### config.mk
export PLATFORM = sky130hd
export DESIGN_NAME = multicycle_ctrl_flat
export DESIGN_NICKNAME = d
export VERILOG_FILES = /design/src/rtl/riscv_ctrl_pkg.sv /design/src/rtl/multicycle_ctrl_if.sv /design/src/rtl/mem_watchdog.sv /design/src/rtl/multicycle_ctrl.sv /design/src/flat_wrapper.sv
export SDC_FILE = /design/constraint.sdc
export NUM_CORES = 1
export LEC_CHECK = 0
export CORE_AREA = 2 2 61 92
export CTS_CLUSTER_DIAMETER = 40
export DETAILED_ROUTE_END_ITERATION = 16
export DIE_AREA = 0 0 63 94
export PLACE_DENSITY = 0.85
export SYNTH_ARGS = -nofsm -noshare
export SYNTH_HDL_FRONTEND = slang
export SYNTH_SLANG_ARGS = --single-unit
### constraint.sdc
create_clock -name clk -period 4 [get_ports clk]
set_input_delay 1 -clock clk [delete_from_list [all_inputs] [get_ports clk]]
set_output_delay 1 -clock clk [all_outputs]
set_load 0.1 [all_outputs]
### src/rtl/riscv_ctrl_pkg.sv
// Shared types and encodings for the multicycle RV32I control unit.
package riscv_ctrl_pkg;

  typedef enum logic [3:0] {
    S_FETCH, S_DECODE, S_MEMADR, S_MEMREAD, S_MEMWB, S_MEMWRITE,
    S_EXECR, S_EXECI, S_EXECB, S_LUI, S_AUIPC, S_ALUWB,
    S_JAL, S_JALR, S_JALWB, S_FAULT
  } state_t;

  localparam logic [6:0] OP_LOAD   = 7'b0000011;
  localparam logic [6:0] OP_STORE  = 7'b0100011;
  localparam logic [6:0] OP_R      = 7'b0110011;
  localparam logic [6:0] OP_I      = 7'b0010011;
  localparam logic [6:0] OP_BRANCH = 7'b1100011;
  localparam logic [6:0] OP_JAL    = 7'b1101111;
  localparam logic [6:0] OP_JALR   = 7'b1100111;
  localparam logic [6:0] OP_LUI    = 7'b0110111;
  localparam logic [6:0] OP_AUIPC  = 7'b0010111;

  localparam logic [1:0] SRC_A_PC    = 2'b00;
  localparam logic [1:0] SRC_A_OLDPC = 2'b01;
  localparam logic [1:0] SRC_A_RS1   = 2'b10;
  localparam logic [1:0] SRC_A_ZERO  = 2'b11;

  localparam logic [1:0] SRC_B_RS2  = 2'b00;
  localparam logic [1:0] SRC_B_IMM  = 2'b01;
  localparam logic [1:0] SRC_B_FOUR = 2'b10;

  localparam logic [1:0] ALU_ADD   = 2'b00;
  localparam logic [1:0] ALU_SUB   = 2'b01;
  localparam logic [1:0] ALU_FUNCT = 2'b10;

  localparam logic [1:0] RES_ALUOUT = 2'b00;
  localparam logic [1:0] RES_MEM    = 2'b01;
  localparam logic [1:0] RES_ALU    = 2'b10;

  // States that hold a memory request open and are watched for timeout.
  function automatic logic is_mem_state(input state_t s);
    return (s == S_FETCH) || (s == S_MEMREAD) || (s == S_MEMWRITE);
  endfunction

endpackage

### src/rtl/multicycle_ctrl_if.sv
// Shared memory port handshake between the control unit and memory.
// Handshake: mem_req stays high (with adr_src/mem_we stable) until the
// cycle in which memory returns mem_ready = 1; that cycle completes the
// transfer. mem_we is meaningful only while mem_req is high.
interface multicycle_ctrl_if;
  logic mem_req;
  logic mem_we;
  logic adr_src;
  logic mem_ready;

  modport master (output mem_req, output mem_we, output adr_src, input mem_ready);
  modport slave  (input mem_req, input mem_we, input adr_src, output mem_ready);
endinterface

### src/rtl/mem_watchdog.sv
// Counts consecutive stalled cycles of a memory request and flags timeout.
module mem_watchdog #(
  parameter int MEM_TIMEOUT = 16
) (
  input  logic clk,
  input  logic rst,
  input  logic en,      // a memory request is outstanding this cycle
  input  logic clr,     // memory completed the request this cycle
  output logic timeout
);
  localparam int CW = $clog2(MEM_TIMEOUT + 1);

  logic [CW-1:0] cnt_q, cnt_d;

  // Stall counter: restarts on completion or whenever no request is open.
  always_comb begin
    cnt_d = cnt_q;
    if (!en || clr) cnt_d = '0;
    else            cnt_d = cnt_q + CW'(1);
  end

  // Timeout fires during the MEM_TIMEOUT-th consecutive stalled cycle.
  assign timeout = en && !clr && (cnt_q == CW'(MEM_TIMEOUT - 1));

  // Counter register.
  always_ff @(posedge clk or posedge rst) begin
    if (rst) cnt_q <= '0;
    else     cnt_q <= cnt_d;
  end
endmodule

### src/rtl/multicycle_ctrl.sv
// Control FSM for a multicycle RV32I datapath with a shared memory port,
// memory watchdog and retired-instruction counter.
module multicycle_ctrl
  import riscv_ctrl_pkg::*;
#(
  parameter int MEM_TIMEOUT = 16,
  parameter int CNT_W       = 32
) (
  input  logic             clk,
  input  logic             reset,
  input  logic [6:0]       opcode,
  input  logic [2:0]       funct3,
  input  logic             branch_taken,
  multicycle_ctrl_if.master mem,
  output logic             ir_write,
  output logic             pc_write,
  output logic             reg_write,
  output logic [1:0]       alu_src_a,
  output logic [1:0]       alu_src_b,
  output logic [1:0]       alu_ctrl,
  output logic [1:0]       result_src,
  output logic             fault,
  output logic [CNT_W-1:0] instret,
  output state_t           state_dbg
);
  state_t           state_q, state_d;
  logic [CNT_W-1:0] instret_q, instret_d;
  logic             mem_req_s, mem_we_s, adr_src_s;
  logic             retire, wd_en, wd_timeout;

  // funct3 steers the ALU outside this block; nothing here depends on it.
  logic unused_funct3;
  assign unused_funct3 = ^funct3;

  assign wd_en = is_mem_state(state_q);

  mem_watchdog #(.MEM_TIMEOUT(MEM_TIMEOUT)) u_wd (
    .clk     (clk),
    .rst     (reset),
    .en      (wd_en),
    .clr     (mem.mem_ready),
    .timeout (wd_timeout)
  );

  // Next state and per-state datapath controls; idle values first.
  always_comb begin
    state_d    = state_q;
    mem_req_s  = 1'b0;
    mem_we_s   = 1'b0;
    adr_src_s  = 1'b0;
    ir_write   = 1'b0;
    pc_write   = 1'b0;
    reg_write  = 1'b0;
    alu_src_a  = SRC_A_PC;
    alu_src_b  = SRC_B_RS2;
    alu_ctrl   = ALU_ADD;
    result_src = RES_ALUOUT;
    retire     = 1'b0;
    case (state_q)
      S_FETCH: begin
        mem_req_s  = 1'b1;
        alu_src_b  = SRC_B_FOUR;
        result_src = RES_ALU;
        ir_write   = mem.mem_ready;
        pc_write   = mem.mem_ready;
        if (mem.mem_ready) state_d = S_DECODE;
        else if (wd_timeout) state_d = S_FAULT;
      end
      S_DECODE: begin
        alu_src_a = SRC_A_OLDPC;
        alu_src_b = SRC_B_IMM;
        case (opcode)
          OP_LOAD, OP_STORE: state_d = S_MEMADR;
          OP_R:              state_d = S_EXECR;
          OP_I:              state_d = S_EXECI;
          OP_BRANCH:         state_d = S_EXECB;
          OP_JAL:            state_d = S_JAL;
          OP_JALR:           state_d = S_JALR;
          OP_LUI:            state_d = S_LUI;
          OP_AUIPC:          state_d = S_AUIPC;
          default:           state_d = S_FAULT;
        endcase
      end
      S_MEMADR: begin
        alu_src_a = SRC_A_RS1;
        alu_src_b = SRC_B_IMM;
        state_d   = opcode[5] ? S_MEMWRITE : S_MEMREAD;
      end
      S_MEMREAD: begin
        mem_req_s = 1'b1;
        adr_src_s = 1'b1;
        if (mem.mem_ready) state_d = S_MEMWB;
        else if (wd_timeout) state_d = S_FAULT;
      end
      S_MEMWB: begin
        reg_write  = 1'b1;
        result_src = RES_MEM;
        retire     = 1'b1;
        state_d    = S_FETCH;
      end
      S_MEMWRITE: begin
        mem_req_s = 1'b1;
        mem_we_s  = 1'b1;
        adr_src_s = 1'b1;
        if (mem.mem_ready) begin
          retire  = 1'b1;
          state_d = S_FETCH;
        end else if (wd_timeout) begin
          state_d = S_FAULT;
        end
      end
      S_EXECR: begin
        alu_src_a = SRC_A_RS1;
        alu_src_b = SRC_B_RS2;
        alu_ctrl  = ALU_FUNCT;
        state_d   = S_ALUWB;
      end
      S_EXECI: begin
        alu_src_a = SRC_A_RS1;
        alu_src_b = SRC_B_IMM;
        alu_ctrl  = ALU_FUNCT;
        state_d   = S_ALUWB;
      end
      S_LUI: begin
        alu_src_a = SRC_A_ZERO;
        alu_src_b = SRC_B_IMM;
        state_d   = S_ALUWB;
      end
      S_AUIPC: begin
        alu_src_a = SRC_A_OLDPC;
        alu_src_b = SRC_B_IMM;
        state_d   = S_ALUWB;
      end
      S_ALUWB: begin
        reg_write  = 1'b1;
        result_src = RES_ALUOUT;
        retire     = 1'b1;
        state_d    = S_FETCH;
      end
      S_EXECB: begin
        alu_src_a  = SRC_A_RS1;
        alu_src_b  = SRC_B_RS2;
        alu_ctrl   = ALU_SUB;
        result_src = RES_ALUOUT;
        pc_write   = branch_taken;
        retire     = 1'b1;
        state_d    = S_FETCH;
      end
      S_JAL: begin
        // PC takes the target computed in DECODE; ALU forms oldPC + 4.
        alu_src_a  = SRC_A_OLDPC;
        alu_src_b  = SRC_B_FOUR;
        result_src = RES_ALUOUT;
        pc_write   = 1'b1;
        state_d    = S_JALWB;
      end
      S_JALR: begin
        // PC is written before rd, so rd == rs1 still sees the old rs1.
        alu_src_a  = SRC_A_RS1;
        alu_src_b  = SRC_B_IMM;
        result_src = RES_ALU;
        pc_write   = 1'b1;
        state_d    = S_JALWB;
      end
      S_JALWB: begin
        alu_src_a  = SRC_A_OLDPC;
        alu_src_b  = SRC_B_FOUR;
        result_src = RES_ALU;
        reg_write  = 1'b1;
        retire     = 1'b1;
        state_d    = S_FETCH;
      end
      S_FAULT: state_d = S_FAULT;
      default: state_d = S_FAULT;
    endcase
  end

  // Retired-instruction count; no retire can occur while in FAULT.
  always_comb begin
    instret_d = instret_q + CNT_W'(retire);
  end

  // State and counter registers; reset drops any outstanding request.
  always_ff @(posedge clk or posedge reset) begin
    if (reset) begin
      state_q   <= S_FETCH;
      instret_q <= '0;
    end else begin
      state_q   <= state_d;
      instret_q <= instret_d;
    end
  end

  assign mem.mem_req = mem_req_s;
  assign mem.mem_we  = mem_we_s;
  assign mem.adr_src = adr_src_s;
  assign fault       = (state_q == S_FAULT);
  assign instret     = instret_q;
  assign state_dbg   = state_q;
endmodule

### src/flat_wrapper.sv
// flat-port wrapper written by rule: the top's interface ports become plain ports
module multicycle_ctrl_flat import riscv_ctrl_pkg::*;
#(
  parameter int MEM_TIMEOUT = 16,
  parameter int CNT_W       = 32
)
  (clk, reset, opcode, funct3, branch_taken, ir_write, pc_write, reg_write, alu_src_a, alu_src_b, alu_ctrl, result_src, fault, instret, state_dbg, mem_mem_req, mem_mem_we, mem_adr_src, mem_mem_ready);
  multicycle_ctrl_if mem_i ();
  input  logic clk;
  input  logic reset;
  input  logic [6:0] opcode;
  input  logic [2:0] funct3;
  input  logic branch_taken;
  output logic ir_write;
  output logic pc_write;
  output logic reg_write;
  output logic [1:0] alu_src_a;
  output logic [1:0] alu_src_b;
  output logic [1:0] alu_ctrl;
  output logic [1:0] result_src;
  output logic fault;
  output logic [CNT_W-1:0] instret;
  output state_t state_dbg;
  output wire logic [$bits(mem_i.mem_req)-1:0] mem_mem_req;
  output wire logic [$bits(mem_i.mem_we)-1:0] mem_mem_we;
  output wire logic [$bits(mem_i.adr_src)-1:0] mem_adr_src;
  input wire logic [$bits(mem_i.mem_ready)-1:0] mem_mem_ready;
  assign mem_mem_req = mem_i.mem_req;
  assign mem_mem_we = mem_i.mem_we;
  assign mem_adr_src = mem_i.adr_src;
  assign mem_i.mem_ready = mem_mem_ready;
  multicycle_ctrl #(.MEM_TIMEOUT(MEM_TIMEOUT), .CNT_W(CNT_W)) u_core (.clk(clk), .reset(reset), .opcode(opcode), .funct3(funct3), .branch_taken(branch_taken), .mem(mem_i), .ir_write(ir_write), .pc_write(pc_write), .reg_write(reg_write), .alu_src_a(alu_src_a), .alu_src_b(alu_src_b), .alu_ctrl(alu_ctrl), .result_src(result_src), .fault(fault), .instret(instret), .state_dbg(state_dbg));
endmodule
== Word-level counts from Yosys, hierarchy flattened ==
Cells that the tools add are included.
Cells by class
  equality and inequality tests: 25
  muxes and demuxes: 20
  reductions and logical operators: 21
  $add $sub $neg: 2
Operators by type and width (count)
  $pmux W4 S9: 1
  $add A32 B1 Y32: 1
  $eq A4 B4 Y1 const B: 8
  $pmux W4 S8: 1
  $eq A7 B6 Y1 const B: 3
  $eq A7 B7 Y1 const B: 3
  $eq A4 B3 Y1 const B: 4
  $mux W4: 4
  $eq A7 B5 Y1 const B: 2
  $pmux W2 S2: 3
  $reduce_or A3 Y1: 4
  $reduce_or A4 Y1: 3
  $eq A4 B2 Y1 const B: 2
  $reduce_or A2 Y1: 4
  $eq A7 B2 Y1 const B: 1
  $mux W1: 6
  $pmux W2 S3: 1
  $reduce_or A6 Y1: 1
  $add A5 B1 Y5 const B: 1
  $eq A5 B4 Y1 const B: 1
  $mux W5: 1
  $reduce_or A5 Y1: 1
  $eq A4 B1 Y1 const B: 1
  $logic_not A4 Y1: 1
  6 further kinds: 10
Word-level totals
  register bits: 41
  input bits: 14
  logic and storage cells: 71
  output and inout port bits: 51

== Logic depth before layout (Yosys ltp) ==
  depth in word-level cells: 8
  depth in mapped cells: 12
  mapped depth without buffers: 10

== By module ==
Synthesis repeated with hierarchy kept, for this count alone.
Second synthesis, totals
  cells, all modules: 257
  area, all modules: 2374.8 µm²
By module, submodules not included
  multicycle_ctrl: area an instance 2135.8 µm², seq. area each 900.9 µm², instances 1, cells each 234
  mem_watchdog: area an instance 239.0 µm², seq. area each 125.1 µm², instances 1, cells each 23

== Worst setup path before layout ==
OpenSTA, ideal clock, no wires.
  path type: reg2out
  start point: register u_core.state_q[2], in the netlist u_core.state_dbg[2]
  end point: output reg_write
  required time: 3000 ps
  arrival: 3947 ps
  stages on the path, launching flop included: 5
  buffers on the path: 2
  path slack: -947 ps
  path through: dfrtp_1 > clkbuf_1 > clkbuf_1 > inv_1 > o32ai_1
On the way
  cells in the longest elaborated chain, start to end: 3
  elaborated cells between the ends (all ways): 5
  those cells by class: eq/ne (3); mux (1); reduce/logical (1)
Ends and longest elaborated chain
  start, declared: RTL line multicycle_ctrl.sv:26  | state_t state_q, state_d;
  start signal, assigned: RTL line multicycle_ctrl.sv:189  | state_q <= state_d;
  $eq A4 B3 Y1 / $eq A4 B4 Y1 (equally long branches): RTL line multicycle_ctrl.sv:59  | case (state_q)
  $reduce_or A3 Y1 (no source line) (*)
  $mux W1 (*): RTL line multicycle_ctrl.sv:59
  end, declared: RTL line flat_wrapper.sv:16  | output logic reg_write;
Every way passes the cells marked *; elsewhere a longest branch is shown, timed or not.

== Final worst setup path ==
  start point: input mem_mem_ready
  end point: register u_core.instret_q[28], in the netlist u_core.instret[28]
On the way
  cells in the longest elaborated chain, start to end: 3
Ends and longest elaborated chain
  start, declared: RTL line flat_wrapper.sv:27  | input wire logic [$bits(mem_i.mem_ready)-1:0] mem_mem_ready;
  $mux W1: RTL line multicycle_ctrl.sv:105  | if (mem.mem_ready) begin
  $pmux W1 S2: RTL line multicycle_ctrl.sv:59
  $add A32 B1 Y32: RTL line multicycle_ctrl.sv:180  | instret_d = instret_q + CNT_W'(retire);
  net u_core.instret_d[28]: RTL line multicycle_ctrl.sv:27  | logic [CNT_W-1:0] instret_q, instret_d;
  end signal, assigned: RTL line multicycle_ctrl.sv:190  | instret_q <= instret_d;
  end, declared: RTL line multicycle_ctrl.sv:27
The timed path passes the listed nets, and every way through them passes these cells.

==> metrics.txt <==
outcome=complete, no violations; CTS tree=built; Power Density=813 nW/µm²; via count of the routed design=2176; crit-path max FO=5; WHS Path Cells=1; r2r endpoint=u_core.instret[28]; detailed-router iteration count before antenna repair=4; proportion of layout cells with a drive suffix above 1=0.148; post-synthesis xor/xnor area fraction=0.122; simple-gate share of the synthesized area=0.265; clock sink count=41; drt first-iter violations=143; syn nets=278; CTS hold repair buffers=0; number of setup buffers added after CTS=0; most common cell in the netlist=dfrtp_1; worst reg-to-reg setup slack=0.95 ns; most numerous cell on the critical path=ha_1; Worst Path Class, Setup=input port to flop; Critical Path Slowest Stage Cell=or4_4; share of synthesized cell area in full adder, half adder and majority cells=0.0306; type of the tightest min-delay check=flop to flop; stage delay of the slowest cell on the critical path=0.62 ns; reg2reg path depth=8; TritonCTS Buffers=5; # resized after CTS=0; total routed wirelength=5600 µm; Slew @ Worst Pin=0.998 ns; number of core rows=32; area inside the core boundary=5080 µm²; antenna diode instance count=0; clock skew after layout=0.00307 ns; first-pass GRT wire length=9750 µm; top post-synthesis cells by count=dfrtp_1, nand2_1, nor2_1, xnor2_1, xor2_1; yosys warns=0; CTS H-Tree Depth=2; die outline area=5920 µm²; total congestion overflow=0; Worst-path clk slew=0.07 ns; maximum clock rate=292 MHz; post-route worst hold slack=0.462 ns; post-detailed-route wirelength per cell=14.3 µm; height of the die=94 µm; Top Family by Delay on Critical Path=simple AND/OR/NAND/NOR gates; initial antenna violation count=0; Synth Instances=259; power after layout=2.58 mW; synthesized area divided by synthesized cell count=9.16 µm²; post-detailed-route DRC marker count=0; crit path capture type=flop; library cell with the largest summed area after synthesis=dfrtp_1; Vias/cell=5.55; endpoint required time on the critical path=4.22 ns; pin count of the biggest net entering global routing=42; combined area of all synthesized cells=2370 µm²; number of nets in the final layout=342; proportion of synthesized area in mux cells=0; startpoint of the most critical hold path=u_core.u_wd.cnt_q[0]; Worst-Skew Late Latency=0.29 ns; weighted congestion reported at the end of routability-driven placement=0.898; combinational family with the most area after synthesis=simple AND/OR/NAND/NOR gates; Final Max Tran Viols=0; final worst-path cycle share=0.856; GRT Util Overall=0.206; endpoints failing hold=0; horizontal die dimension=63 µm; root buf cell=clkbuf_8; half-perimeter wire length of the detailed placement result=4120 µm; count of endpoints failing setup in the final report=0; vias in the first global route=2158; Distinct cells, synth=50; fraction of registers with async set or reset after synthesis=1.00; fill count=443; startpoint of the lowest-slack register-to-register path=u_core.state_dbg[1]; most used flip-flop cell after synthesis=dfrtp_1; number of enable flip-flop cells after synthesis=0; flip-flop and latch count after synthesis=41; Clock Path Buffers=2; worst hold endpoint=u_core.u_wd.cnt_q[0]; CP startpoint kind=input port; post-layout min period=3.42 ns; share of the yosys chip area belonging to registers=0.432; static power due to leakage=1.40 nW; Crit path buffers/inverters=1; final core utilization=0.625; share of Yosys cell area claimed by the top area cell type=0.432; compound-gate portion of the synthesized area=0.114; RSZ-0062 raised after global routing=false; critical path, cell by cell=clkdlybuf4s50_1 -> nor2_1 -> o31ai_1 -> ha_1 -> ha_1 -> nand4_2 -> or4_4 -> nor4_2 -> xor2_1; Peak supply drop=949 µV; number of antenna-violating nets in the routed design=0; initial standard-cell utilization of the core=0.467; Max transition margin=0.333; worst endpoint data arrival time=3.64 ns; post-synthesis to final-layout area growth=33.9%; number of placed I/O pins=65; number of port buffers=61; max-capacitance violation count=0; top post-synthesis cells by area=dfrtp_1, xnor2_1, xor2_1
==> layer usage <==
metal  global-route usage  vias up  wire [µm]
li1                     -     1048          -
met1                0.224     1029       2150
met2                0.380       89       3000
met3               0.0420       10        336
met4               0.0907        0        112
met5                    0        -          0
==> cell type report <==
class | instances | area (µm²) | share of cell area
inverter | 12 | 45.0 | 0.0142
tap | 68 | 85.1 | 0.0268
timing repair buffer | 68 | 628 | 0.198
clock inverter | 1 | 5.00 | 0.00157
sequential | 41 | 1030 | 0.323
clock buffer | 7 | 96.3 | 0.0303
multi-input combinational | 195 | 1290 | 0.407
==> how the worst max path moves through the flow <==
| stage | start | to | slack (ns) | cells past startpoint |
|---|---|---|---|---|
| floorplan | u_core.state_dbg[0] | alu_ctrl[0] | -0.41 | 3 |
| global placement | mem_mem_ready | u_core.instret[30] | 0.36 | 9 |
| detailed placement | mem_mem_ready | u_core.instret[28] | 0.25 | 9 |
| CTS | mem_mem_ready | u_core.instret[28] | 0.54 | 9 |
| global route | mem_mem_ready | u_core.instret[30] | 0.41 | 9 |
| finish | mem_mem_ready | u_core.instret[28] | 0.58 | 9 |
==> registers in the layout (all words and copies together), names as in the netlist <==
register	cells
u_core.u_wd.cnt_q	5
u_core.state_dbg	4
u_core.instret	32
==> stage by stage <==
stage	setup slack, ns	std cells	setup TNS, ns	area [µm²]
6_report	0.577	392	0	3180
3_3_place_gp	0.355	384	0	3080
2_1_floorplan	-0.412	259	-1.12	2400
4_1_cts	0.543	392	0	3180
5_1_grt	0.406	392	0	3180
3_5_place_dp	0.246	384	0	3080
==> cell usage in the layout (no fill, tap or decap), drive strengths merged, types with 8 or more instances in the layout <==
cell type | synthesis | final
a21oi | 10 | 10
buf | 1 | 26
clkdlybuf4s50 | 0 | 42
dfrtp | 41 | 41
inv | 11 | 11
nand2 | 22 | 22
nand2b | 8 | 8
nand3 | 12 | 12
nand4 | 10 | 10
nor2 | 22 | 22
nor3 | 13 | 13
o21ai | 9 | 9
xnor2 | 18 | 18
xor2 | 15 | 15
==> where the power goes <==
group	switching (mW)	internal (mW)	total, mW	leakage, nW
logic	1.30	0.419	1.72	0.808
clock network	0.137	0.156	0.293	0.0542
registers	0.101	0.470	0.571	0.538
total	1.54	1.05	2.58	1.40
==> cell families after synthesis <==
group / Yosys count
AOI/OAI and AO/OA: 42
xor gates and xnor gates: 33
adders and majority gates: 6
buffers and inverters: 23
DFF: 41
and+or+nand+nor: 114
Note: power is estimated with default switching activity, not from simulation.
